### src/rtl/shift_seq.sv
// ---------------------------------------------------------------------------
// shift_seq -- sequenced shift register with start/busy/done handshake.
//
// Holds a data_width-bit register that can be parallel-loaded, or shifted
// autonomously by a programmed number of single-bit positions, either toward
// the MSB or toward the LSB. Each shift either fills from a serial input or
// rotates. Usable as a serialiser, deserialiser or multi-cycle barrel shifter.
//
// Optional feature: define SHIFT_SEQ_ABORT_EN to add the abort input and the
// aborted output, which allow a running sequence to be cut short.
//
// Ports:
//   clk        in   rising-edge clock
//   rst        in   synchronous reset, active-high
//   load       in   parallel-load request (IDLE only, wins over start)
//   d          in   parallel load data [data_width]
//   start      in   begin a shift sequence (IDLE only)
//   dir        in   0 = toward MSB, 1 = toward LSB (latched on start)
//   rotate     in   1 = rotate, 0 = fill from serial input (latched on start)
//   count      in   number of single-bit shifts [cnt_width] (latched on start)
//   left_in    in   serial bit entering q[0] on a toward-MSB fill shift
//   right_in   in   serial bit entering q[data_width-1] on a toward-LSB fill
//   abort      in   (SHIFT_SEQ_ABORT_EN only) stop the running sequence
//   busy       out  high while shifting
//   done       out  one-cycle completion pulse
//   aborted    out  (SHIFT_SEQ_ABORT_EN only) one-cycle abort pulse
//   serial_out out  bit that the next shift will drop
//   q          out  register contents [data_width]
// ---------------------------------------------------------------------------
module shift_seq #(
   parameter int data_width = 8,
   parameter int cnt_width  = 4
) (
   input  logic                  clk,
   input  logic                  rst,
   input  logic                  load,
   input  logic [data_width-1:0] d,
   input  logic                  start,
   input  logic                  dir,
   input  logic                  rotate,
   input  logic [cnt_width-1:0]  count,
   input  logic                  left_in,
   input  logic                  right_in,
`ifdef SHIFT_SEQ_ABORT_EN
   input  logic                  abort,
   output logic                  aborted,
`endif
   output logic                  busy,
   output logic                  done,
   output logic                  serial_out,
   output logic [data_width-1:0] q
);

   typedef enum logic {
      IDLE  = 1'b0,
      SHIFT = 1'b1
   } state_t;

   localparam logic [cnt_width-1:0] CNT_ONE = {{(cnt_width-1){1'b0}}, 1'b1};

   state_t                state, state_nxt;
   logic [data_width-1:0] q_r, q_nxt;
   logic [cnt_width-1:0]  remaining, remaining_nxt;
   logic                  dir_l, dir_nxt;
   logic                  rot_l, rot_nxt;
   logic                  done_r, done_nxt;
`ifdef SHIFT_SEQ_ABORT_EN
   logic                  aborted_r, aborted_nxt;
`endif

   // One single-bit shift; the vacated end takes either the bit that falls
   // off the other end (rotate) or the serial input for that direction.
   function automatic logic [data_width-1:0] shift_one(
      input logic [data_width-1:0] v,
      input logic                  to_lsb,
      input logic                  rot,
      input logic                  lin,
      input logic                  rin
   );
      logic [data_width-1:0] res;
      if (!to_lsb)
         res = {v[data_width-2:0], (rot ? v[data_width-1] : lin)};
      else
         res = {(rot ? v[0] : rin), v[data_width-1:1]};
      return res;
   endfunction

   always_ff @(posedge clk) begin
      if (rst) begin
         state     <= IDLE;
         q_r       <= '0;
         remaining <= '0;
         dir_l     <= 1'b0;
         rot_l     <= 1'b0;
         done_r    <= 1'b0;
`ifdef SHIFT_SEQ_ABORT_EN
         aborted_r <= 1'b0;
`endif
      end else begin
         state     <= state_nxt;
         q_r       <= q_nxt;
         remaining <= remaining_nxt;
         dir_l     <= dir_nxt;
         rot_l     <= rot_nxt;
         done_r    <= done_nxt;
`ifdef SHIFT_SEQ_ABORT_EN
         aborted_r <= aborted_nxt;
`endif
      end
   end

   always_comb begin
      state_nxt     = state;
      q_nxt         = q_r;
      remaining_nxt = remaining;
      dir_nxt       = dir_l;
      rot_nxt       = rot_l;
      done_nxt      = 1'b0;
`ifdef SHIFT_SEQ_ABORT_EN
      aborted_nxt   = 1'b0;
`endif
      unique case (state)
         IDLE: begin
            if (load) begin
               q_nxt = d;
            end else if (start) begin
               if (count == '0) begin
                  // Nothing to shift: acknowledge immediately.
                  done_nxt = 1'b1;
               end else begin
                  // The accepting edge only latches; shifting starts next edge.
                  dir_nxt       = dir;
                  rot_nxt       = rotate;
                  remaining_nxt = count;
                  state_nxt     = SHIFT;
               end
            end
         end
         SHIFT: begin
`ifdef SHIFT_SEQ_ABORT_EN
            if (abort) begin
               state_nxt     = IDLE;
               remaining_nxt = '0;
               aborted_nxt   = 1'b1;
            end else
`endif
            begin
               q_nxt         = shift_one(q_r, dir_l, rot_l, left_in, right_in);
               remaining_nxt = remaining - CNT_ONE;
               if (remaining == CNT_ONE) begin
                  state_nxt = IDLE;
                  done_nxt  = 1'b1;
               end
            end
         end
         default: state_nxt = IDLE;
      endcase
   end

   // While shifting, the drop-out bit follows the latched direction; in IDLE
   // it previews what a shift with the live dir input would drop.
   logic eff_dir;
   assign eff_dir    = (state == SHIFT) ? dir_l : dir;
   assign serial_out = eff_dir ? q_r[0] : q_r[data_width-1];

   assign busy = (state == SHIFT);
   assign done = done_r;
   assign q    = q_r;
`ifdef SHIFT_SEQ_ABORT_EN
   assign aborted = aborted_r;
`endif

endmodule

### config.mk
export PLATFORM = sky130hd
export DESIGN_NAME = shift_seq
export DESIGN_NICKNAME = d
export VERILOG_FILES = /design/src/rtl/shift_seq.sv
export SDC_FILE = /design/constraint.sdc
export NUM_CORES = 1
export LEC_CHECK = 0
export BUFFER_PORTS_ARGS = -buffer_cell sky130_fd_sc_hd__buf_4
export CAP_MARGIN = 40
export CORE_MARGIN = 5
export CORE_UTILIZATION = 50
export DETAILED_ROUTE_END_ITERATION = 7
export PLACE_DENSITY_LB_ADDON = 0.08
export SYNTH_ARGS = -nofsm -noshare
export SYNTH_HDL_FRONTEND = slang
export SYNTH_SLANG_ARGS = --single-unit
### constraint.sdc
create_clock -name clk -period 4 [get_ports clk]
set_input_delay 1 -clock clk [delete_from_list [all_inputs] [get_ports clk]]
set_output_delay 1 -clock clk [all_outputs]
set_load 0.05 [all_outputs]
; Yosys cells after proc, flatten, opt, wreduce, memory -nomap -nowiden
; Index checks and enable logic that the tools add are counted.
; Widths: inputs -> output; s select.
[word_totals]
register_bits = 16
output_inout_bits = 11
[classes]
eq_ne = 5
bitwise = 3
muxes = 21
add_sub_neg = 1
n_reduce_logical = 3
[op_table]
columns = cell, n
row1 = $mux 8, 2
row2 = $pmux 8 s2, 1
row3 = $mux 1, 12
row4 = $mux 4, 3
row5 = $ne 2x2->1 const B, 4
row6 = $pmux 4 s2, 1
row7 = $eq 4x1->1 const B, 1
row8 = $logic_not 4->1, 1
row9 = $pmux 1 s2, 2
row10 = $reduce_and 4->1, 1
row11 = $sub 4x1->4 const B, 1
row12 = $not 1->1, 3
row13 = $reduce_and 3->1, 1

; Longest topological paths before layout
; Gate-level depths: netlist of the first run.
[depth]
word_depth = 5
ltp_mapped = 5
depth_no_buf = 5

; Least setup slack after synthesis of the first run
; No wires, ideal clock.
[synth_timing]
path_type = input to output
startpoint = input port dir
endpoint = output port serial_out
stages = 2
arrival_time_ns = 1.588
required_ns = 3.000
path_buffers = 0
path_slack_ns = 1.412
cell_sequence = mux2i_1 -> mux2_2
[synth_between]
elab_chain_cells = 2
[synth_rtl]
columns = element, line
row1 = "start, declared", 39  ; input logic dir,
row2 = $mux 1, 163  ; assign eff_dir = (state == SHIFT) ? dir_l : dir;
row3 = $mux 1, 164  ; assign serial_out = eff_dir ? q_r[0] : q_r[data_width-1];
row4 = "end, declared", 50  ; output logic serial_out,
; No other way between the ends.

; Worst setup path in the final report of the first run
; Ends and elaborated chain as after synthesis.

==> results.toml, run 1 <==
[floorplanning]
floorplan.io_pins = 31
core_area_sq_um = 1730
die_y_um = 52.4
die-area_sq_um = 2750
row_count = 15
initial_core_util = 0.522
die_x_um = 52.4

[cts]
cts_repair_resize_count = 0
cts_root_buf = "sky130_fd_sc_hd__clkbuf_4"
clock-sinks = 16
post_cts_hold_buffer_count = 0
path_clk_slew_ps = 100
clock_latency_ps = 280
postCtsSetupRepairBufs = 0
tritoncts.num_buffers = 3
cts_max_level = 1
tritoncts = "done"
cts-root-to-sink-buffers = 2

[finish]
stdcell_area_sq_um = 1160
layout-drive-gt1-share = 0.333
ant_diodes = 0
final_cell_count_no_fill = 148
final_nets = 147
syn2layout_area_growth_pct = 28.6

[power_and_ir_drop]
peak_supply_drop_uv = 182
power_density_nw_per_um2 = 341
p_leak_nw = 0.430

[logic_synthesis]
synth.distinct_cells = 30
synthesized_area_divided_by_synthesized_cell_count_sq_um = 9.38
synth_top_area_share = 0.356
synth.cell_area_sq_um = 901
synthTopCellsByArea = "sky130_fd_sc_hd__dfxtp_1, sky130_fd_sc_hd__a211oi_1, sky130_fd_sc_hd__mux2i_1, sky130_fd_sc_hd__nor2b_1, sky130_fd_sc_hd__a21oi_1"
synth.largest_area_cell = "sky130_fd_sc_hd__dfxtp_1"
synthesis.nets = 118
seq_area_frac_synth = 0.356
postSynthRegisterBits = 16
total_number_of_yosys_warnings = 0
synth_cells = 96

[critical_path]
end_kind = "output port"
crit_required_ps = 3000
criticalPathCategory = "input pin to output port"
kind_of_start_point_of_the_critical_path = "input pin"
cp_max_fo = 2
worst_ep_arrival_time_ps = 1770

[route]
number_of_optimization_iterations_in_the_first_detailed_route_pass = 4
route.detailed.drc = 0
via_count = 856
detailedRoute.firstIterationViolations = 10
final_antenna_net_count = 0
post_drt_via_cell_ratio = 5.78
wirelength_mm = 2.10
detail_route.wl_per_cell_um = 14.2

[global_route]
first_global_vias = 800
globalRouteTotalUtil = 0.167
antenna_found_initial = 0
grt_first_pass_wirelength_mm = 3.51
gr-total-overflow = 0
pin_count_of_the_biggest_net_entering_global_routing = 32

[timing]
finalSetupViolCount = 0
worstMarginPinSlew_ps = 605
grt_setup_unrepaired = "no"
min_period_over_period = 0.693
setup-tns-final_ps = 0
timing.final.crit_period_ps = 2770
maxClockFrequency_ghz = 0.361
timing.clock.skew_ps = 4.54
timing.max_slew.rel_slack = 0.596
slew_violations = 0
hold_violations = 0

[placed_design]
placement.io_buffers = 30
finalWeightedCongestion = 0.819
detailed_place_hpwl_mm = 1.55
numPlacedInstances = 145
dpl-instance-area_sq_um = 1140

[outcome]
outcome = "finished clean"

[job]
maximum_capacitance_violations = 0

[min_path]
hold_class = "register to register"
## layout by cell type, fill, tap and decap left out
master | netlist | final
sky130_fd_sc_hd__a2111oi_0 | 1 | 1
sky130_fd_sc_hd__a211oi_1 | 17 | 17
sky130_fd_sc_hd__a21oi_1 | 7 | 7
sky130_fd_sc_hd__a221o_1 | 1 | 1
sky130_fd_sc_hd__a221oi_1 | 1 | 1
sky130_fd_sc_hd__a22oi_1 | 1 | 1
sky130_fd_sc_hd__a32oi_1 | 1 | 1
sky130_fd_sc_hd__buf_4 | 0 | 31
sky130_fd_sc_hd__clkbuf_4 | 0 | 3
sky130_fd_sc_hd__dfxtp_1 | 16 | 16
sky130_fd_sc_hd__ha_1 | 2 | 2
sky130_fd_sc_hd__inv_1 | 3 | 3
sky130_fd_sc_hd__mux2_2 | 3 | 3
sky130_fd_sc_hd__mux2i_1 | 9 | 9
sky130_fd_sc_hd__nand2b_1 | 1 | 1
sky130_fd_sc_hd__nand3_1 | 2 | 2
sky130_fd_sc_hd__nor2_1 | 1 | 1
sky130_fd_sc_hd__nor2b_1 | 10 | 10
sky130_fd_sc_hd__nor3_1 | 1 | 1
sky130_fd_sc_hd__nor3b_1 | 1 | 1
sky130_fd_sc_hd__nor4_1 | 1 | 1
sky130_fd_sc_hd__nor4_2 | 1 | 1
sky130_fd_sc_hd__nor4b_1 | 1 | 1
sky130_fd_sc_hd__nor4bb_1 | 1 | 1
sky130_fd_sc_hd__o211ai_1 | 1 | 1
sky130_fd_sc_hd__o21ai_0 | 3 | 3
sky130_fd_sc_hd__or3b_2 | 1 | 1
sky130_fd_sc_hd__or4_4 | 1 | 1
sky130_fd_sc_hd__or4b_2 | 1 | 1
## cells in the mapped netlist (all sizes together)
master   instances
a22oi            1
mux2i            9
a221oi           1
o21ai            3
or3b             1
nand3            2
a21oi            7
a221o            1
a32oi            1
nor3b            1
nor4             2
inv              3
a211oi          17
nand2b           1
nor2             1
a2111oi          1
o211ai           1
nor2b           10
nor4bb           1
ha               2
nor3             1
or4              1
nor4b            1
dfxtp           16
mux2             3
buf              4
or4b             1
clkbuf           3
## flip-flops by register name, summed over array words and instances (netlist names)
signal / cells
q: 8
remaining: 4
busy: 1
dir_l: 1
done: 1
rot_l: 1
## kinds of logic after synthesis
logic type	count (synthesis)	synth area share
adder cells (fa/ha/maj)	2	0.0278
AO/OA/AOI/OAI	33	0.254
multiplexers	12	0.138
AND/OR/NAND/NOR	23	0.181
flip-flops	16	0.356
buffers and inverters	10	0.0444
## per-stage QoR
step                 util  hold WS, ps  power, mW  setup slack (ps)
floorplan               -          477      0.271              1410
global route        0.671          534      0.417              1190
global placement    0.658          499      0.311              1230
finish              0.671          522      0.395              1230
CTS                 0.671          522      0.397              1220
detailed placement  0.658          510      0.314              1220
## final timing paths
kind	from	end	slack, ps	cells past startpoint
worst max-delay path	dir	serial_out	1230	4
worst min-delay path	remaining[3]	remaining[3]	520	2
worst max register to register	busy	remaining[3]	2470	4
worst min register to register	remaining[3]	remaining[3]	520	2
## power breakdown
| group | switching, mW | leakage, nW | internal, mW |
|---|---|---|---|
| registers | 0.0143 | 0.132 | 0.173 |
| logic | 0.0710 | 0.284 | 0.0523 |
| clock network | 0.0498 | 0.0138 | 0.0349 |
## layer usage
| metal | track usage | up-vias | part of all wire |
|---|---|---|---|
| li1 | - | 427 | - |
| met1 | 0.221 | 396 | 0.48 |
| met2 | 0.275 | 31 | 0.45 |
| met3 | 0.0285 | 2 | 0.065 |
| met4 | 0.0511 | 0 | 0.0067 |
| met5 | 0 | - | 0 |
## layout make-up
type / instances / area [sq um]
Fill cell: 177 / 568
Tap cell: 25 / 31.3
Inverter: 3 / 11.3
Timing Repair Buffer: 31 / 233
Multi-Input combinational cell: 70 / 541
Clock buffer: 3 / 22.5
Sequential cell: 16 / 320
## worst max-delay path, cell delays in order
cell,delay (ps)
sky130_fd_sc_hd__buf_4,110
sky130_fd_sc_hd__mux2i_1,130
sky130_fd_sc_hd__mux2_2,350
sky130_fd_sc_hd__buf_4,190
Note: power is estimated with default switching activity, not from simulation.
==> run 2: changes to the inputs <==
- CORE_UTILIZATION: 50 -> 48
- clock period: 4 -> 2.6 ns (I/O delays scaled with it)
==> run 2 against run 1 <==
Net effect: cell area is 0.65% higher; die area increased by 3.4%; first-iteration DRC count unchanged; largest power group unchanged; routed wire length down 1.6%; worst hold slack worse by 7.7 ps; flip-flop and latch count did not move; non-clock buffer count is 1 higher; setup slack worse by 700 ps; utilization shrank 1.0 points; count of clock-buffer cells in the layout unchanged.
==> results.toml, run 2 (synthesized netlist as in run 1, its figures left out) <==
[outcome]
outcome = "finished clean"

[power_and_ir_drop]
p_total_uw = 602
p_leak_nw = 0.435
peak_supply_drop_uv = 349
power_density_nw_per_um2 = 516

[critical_path]
reg2reg_setup_slack_ps = 1010
end_kind = "output port"
worst_ep_arrival_time_ps = 1430
rr_startpoint = "busy"
cp_max_fo = 2
worstReg2RegEnd = "remaining[3]"
criticalPathCategory = "input pin to output port"
crit_required_ps = 1950
kind_of_start_point_of_the_critical_path = "input pin"
worst_r2r_path_depth = 4

[finish]
syn2layout_area_growth_pct = 29.4
final_nets = 148
mostFrequentLayoutCell = "sky130_fd_sc_hd__buf_4"
largest_register_ff_count = 8
multi_input_area_sq_um = 541
ant_diodes = 0
seq_cell_area_sq_um = 320
finalCoreUtilization = 0.661
num-fill-cells = 181
commonest_cells_after_routing_fill_and_taps_aside = "sky130_fd_sc_hd__buf_4, sky130_fd_sc_hd__a211oi_1, sky130_fd_sc_hd__dfxtp_1"
layout-drive-gt1-share = 0.339

[route]
detail_route.wl_per_cell_um = 13.9
wirelength_mm = 2.07
route.detailed.drc = 0
detailed_routed_wire_length_on_met2_um = 863
post_drt_via_cell_ratio = 5.68
final_antenna_net_count = 0
detailedRoute.firstIterationViolations = 10
routedLengthMet1_mm = 1.04
via_count = 847
number_of_optimization_iterations_in_the_first_detailed_route_pass = 4
wl_met3_um = 150
topRoutingLayerUsed = "met4"

[global_route]
gr-total-overflow = 0
pin_count_of_the_biggest_net_entering_global_routing = 31
first_global_vias = 788
globalRouteTotalUtil = 0.158
grt_first_pass_wirelength_mm = 3.37
antenna_found_initial = 0

[placed_design]
finalWeightedCongestion = 0.756
detailed_place_hpwl_mm = 1.54
placement.io_buffers = 30

[timing]
hold_violations = 0
grt_setup_unrepaired = "no"
timing.clock.skew_ps = 3.00
timing.max_slew.rel_slack = 0.579
maxClockFrequency_ghz = 0.482
slew_violations = 0
timing.final.crit_period_ps = 2080
worstMarginPinSlew_ps = 630
finalSetupViolCount = 0
setup-tns-final_ps = 0
min_period_over_period = 0.798

[cts]
clock_latency_ps = 270
post_cts_hold_buffer_count = 0
postCtsSetupRepairBufs = 0
clock-sinks = 16
cts_repair_resize_count = 0
cts-root-to-sink-buffers = 2
cts_max_level = 1
path_clk_slew_ps = 90
tritoncts = "done"
cts_root_buf = "sky130_fd_sc_hd__clkbuf_4"
tritoncts.num_buffers = 3

[min_path]
holdPathEnd = "rot_l"
worst_hold_startpoint = "rot_l"
hold_depth = 2
hold_class = "register to register"

[job]
maximum_capacitance_violations = 0

[floorplanning]
initial_core_util = 0.511
die_x_um = 53.3
core_area_sq_um = 1760
floorplan.io_pins = 31
die_y_um = 53.3
row_count = 15
die-area_sq_um = 2840
==> run 2: cell count changes in the layout (fill, tap and decap cells not counted), sizes merged <==
cell / before / now
buf: 31 / 32
==> run 2: layer usage <==
metal | vias up | GRT usage
li1 | 430 | -
met5 | - | 0
met2 | 30 | 0.233
met1 | 385 | 0.225
met3 | 2 | 0.0310
met4 | 0 | 0.0511
==> run 2: final cells by class <==
type,instances,share of cell area
clock buffer,3,0.0193
sequential,16,0.275
inverter,3,0.00966
multi-input combinational,70,0.464
tap,25,0.0268
timing repair buffer,32,0.206
==> run 2: worst max-delay path, stage by stage <==
cell and delay [ps]:
sky130_fd_sc_hd__buf_4 110, sky130_fd_sc_hd__mux2i_1 130, sky130_fd_sc_hd__mux2_2 340, sky130_fd_sc_hd__buf_4 190
==> run 2: where the power goes <==
part | switching [mW] | internal [mW]
Clock | 0.0710 | 0.0536
Sequential | 0.0201 | 0.266
Combinational | 0.111 | 0.0807
==> run 2: worst max-delay path by stage <==
stage	to	cells past startpoint	start	slack, ps
2_1_floorplan	serial_out	3	busy	380
3_3_place_gp	serial_out	4	dir	530
3_5_place_dp	serial_out	4	dir	510
4_1_cts	serial_out	4	dir	510
5_1_grt	serial_out	4	dir	470
6_report	serial_out	4	dir	520
==> run 2: per-stage QoR <==
step	setup slack (ps)	instance area, sq um	hold WS, ps	std cells
final	524	1170	514	149
after CTS	514	1170	518	149
after floorplan	380	901	477	96
after detailed placement	514	1140	503	146
after global routing	470	1170	562	149
after global placement	526	1140	496	146
==> run 3: changes to the inputs <==
- CORE_UTILIZATION: 48 -> 43
- clock period: 2.6 -> 1.82 ns (I/O delays scaled with it)
==> run 3 against run 2 <==
Net effect: clock power up 52%; global-route usage down 0.79 points; utilization down 5.2 points; combinational power up 48%; critical path type is now register to output port; largest power group unchanged; highest routed layer unchanged.
==> results.toml, run 3 (synthesized netlist as in run 1, its figures left out) <==
[critical_path]
worst_r2r_path_depth = 4
cp_slowest_cell = "sky130_fd_sc_hd__dfxtp_4"
criticalPathCategory = "register to output port"
crit_start = "busy"
critPathBufInv = 1
end_kind = "output port"
crit_path_max_incr_delay_ps = 370
worst_path_dominant_cell_family = "multiplexers"
cp_cell_sequence = "mux2i_1, mux2_4, buf_6"
cp.depth = 3
rr_startpoint = "busy"
kind_of_start_point_of_the_critical_path = "register"
cp_max_fo = 3
worst_ep_arrival_time_ps = 1350
crit_required_ps = 1360

[finish]
mostFrequentLayoutCell = "sky130_fd_sc_hd__buf_4"
final_nets = 151
multi_input_area_sq_um = 544
num-fill-cells = 181
finalCoreUtilization = 0.609
seq_cell_area_sq_um = 324
syn2layout_area_growth_pct = 33.9
commonest_cells_after_routing_fill_and_taps_aside = "sky130_fd_sc_hd__buf_4, sky130_fd_sc_hd__a211oi_1, sky130_fd_sc_hd__dfxtp_1"
stdcell_area_sq_um = 1210
final_cell_count_no_fill = 155
layout-drive-gt1-share = 0.359
ant_diodes = 0
largest_register_ff_count = 8

[timing]
worstMarginPinSlew_ps = 338
timing.final.crit_period_ps = 1810
hold_violations = 0
timing.clock.skew_ps = 7.76
min_period_over_period = 0.994
maxClockFrequency_ghz = 0.553
timing.max_slew.rel_slack = 0.769
slew_violations = 0
setup-tns-final_ps = 0
worst_slack_ps = 11.4
grt_setup_unrepaired = "yes"
finalSetupViolCount = 0

[global_route]
gr-total-overflow = 0
first_global_vias = 831
pin_count_of_the_biggest_net_entering_global_routing = 21
globalRouteTotalUtil = 0.150
antenna_found_initial = 0
grt_first_pass_wirelength_mm = 3.75

[outcome]
outcome = "finished clean"

[floorplanning]
die-area_sq_um = 3110
initial_core_util = 0.455
die_y_um = 55.8
core_area_sq_um = 1980
die_x_um = 55.8
floorplan.io_pins = 31
row_count = 16

[route]
final_antenna_net_count = 0
route.detailed.drc = 0
post_drt_via_cell_ratio = 5.73
detail_route.wl_per_cell_um = 15.0
wirelength_mm = 2.32
number_of_optimization_iterations_in_the_first_detailed_route_pass = 4
via_count = 888
detailedRoute.firstIterationViolations = 15

[placed_design]
placement.io_buffers = 30
dpl-instance-area_sq_um = 1170
numPlacedInstances = 151
finalWeightedCongestion = 0.763
detailed_place_hpwl_mm = 1.81
dpl_worst_slack_ps = 125

[cts]
path_clk_slew_ps = 100
cts_max_level = 1
tritoncts.num_buffers = 3
clock-sinks = 16
clock_latency_ps = 280
tritoncts = "done"
cts-root-to-sink-buffers = 2
cts_root_buf = "sky130_fd_sc_hd__clkbuf_4"

[min_path]
worst_hold_startpoint = "rotate"
hold_class = "input pin to register"
hold_depth = 3

[power_and_ir_drop]
p_leak_nw = 0.457
power_density_nw_per_um2 = 733
peak_supply_drop_uv = 405

[job]
maximum_capacitance_violations = 0
==> run 3: cell types whose count changed in the layout (fill, tap and decap cells not counted) <==
cell / change
sky130_fd_sc_hd__buf_4: +2
sky130_fd_sc_hd__buf_6: +1
sky130_fd_sc_hd__clkbuf_1: +1
sky130_fd_sc_hd__dfxtp_1: -1
sky130_fd_sc_hd__dfxtp_4: +1
sky130_fd_sc_hd__mux2_2: -1
sky130_fd_sc_hd__mux2_4: +1
==> run 3: worst min-delay path, cell delays in order <==
cell                      delay [ps]
sky130_fd_sc_hd__buf_4           110
sky130_fd_sc_hd__nand3_1          60
sky130_fd_sc_hd__a21oi_1          50
==> run 3: worst paths after layout <==
check / endpoint / slack [ps]
hold / removal: rot_l / 440
setup / recovery: serial_out / 10
setup reg to reg: remaining[3] / 340
hold reg to reg: rot_l / 520
==> run 3: layout make-up <==
cell class,instances,area share
inverters,3,0.00934
clock buffers,4,0.0218
multi-input cells,70,0.451
flip-flops and latches,16,0.269
well taps,27,0.0280
repair buffers,35,0.221
==> run 3: metrics by stage <==
step,power (mW),hold slack (ps)
floorplan,0.595,477
global placement,0.695,494
detailed placement,0.699,498
CTS,0.892,430
global route,0.933,421
finish,0.884,439
==> run 3: layer usage <==
layer / share of wire / wire [um] / vias up / GRT usage
met5: 0 / 0 / - / 0
met3: 0.050 / 115 / 2 / 0.0348
met1: 0.43 / 1000 / 431 / 0.164
met2: 0.51 / 1190 / 19 / 0.284
met4: 0.0043 / 10 / 0 / 0.0417
li1: - / - / 436 / -
==> run 3: where the power goes <==
part	internal, mW	total [mW]	switching [mW]
sequential	0.379	0.410	0.0305
combinational	0.123	0.285	0.162
clock	0.0847	0.190	0.105
==> run 3: what timing repair did <==
item,in CTS,in global routing
endpoints found under the setup margin,1,1
pin swaps,0,0
buffers inserted,0,0
hold buffers,0,0
endpoints found under the hold margin,0,0
resized for setup,1,1
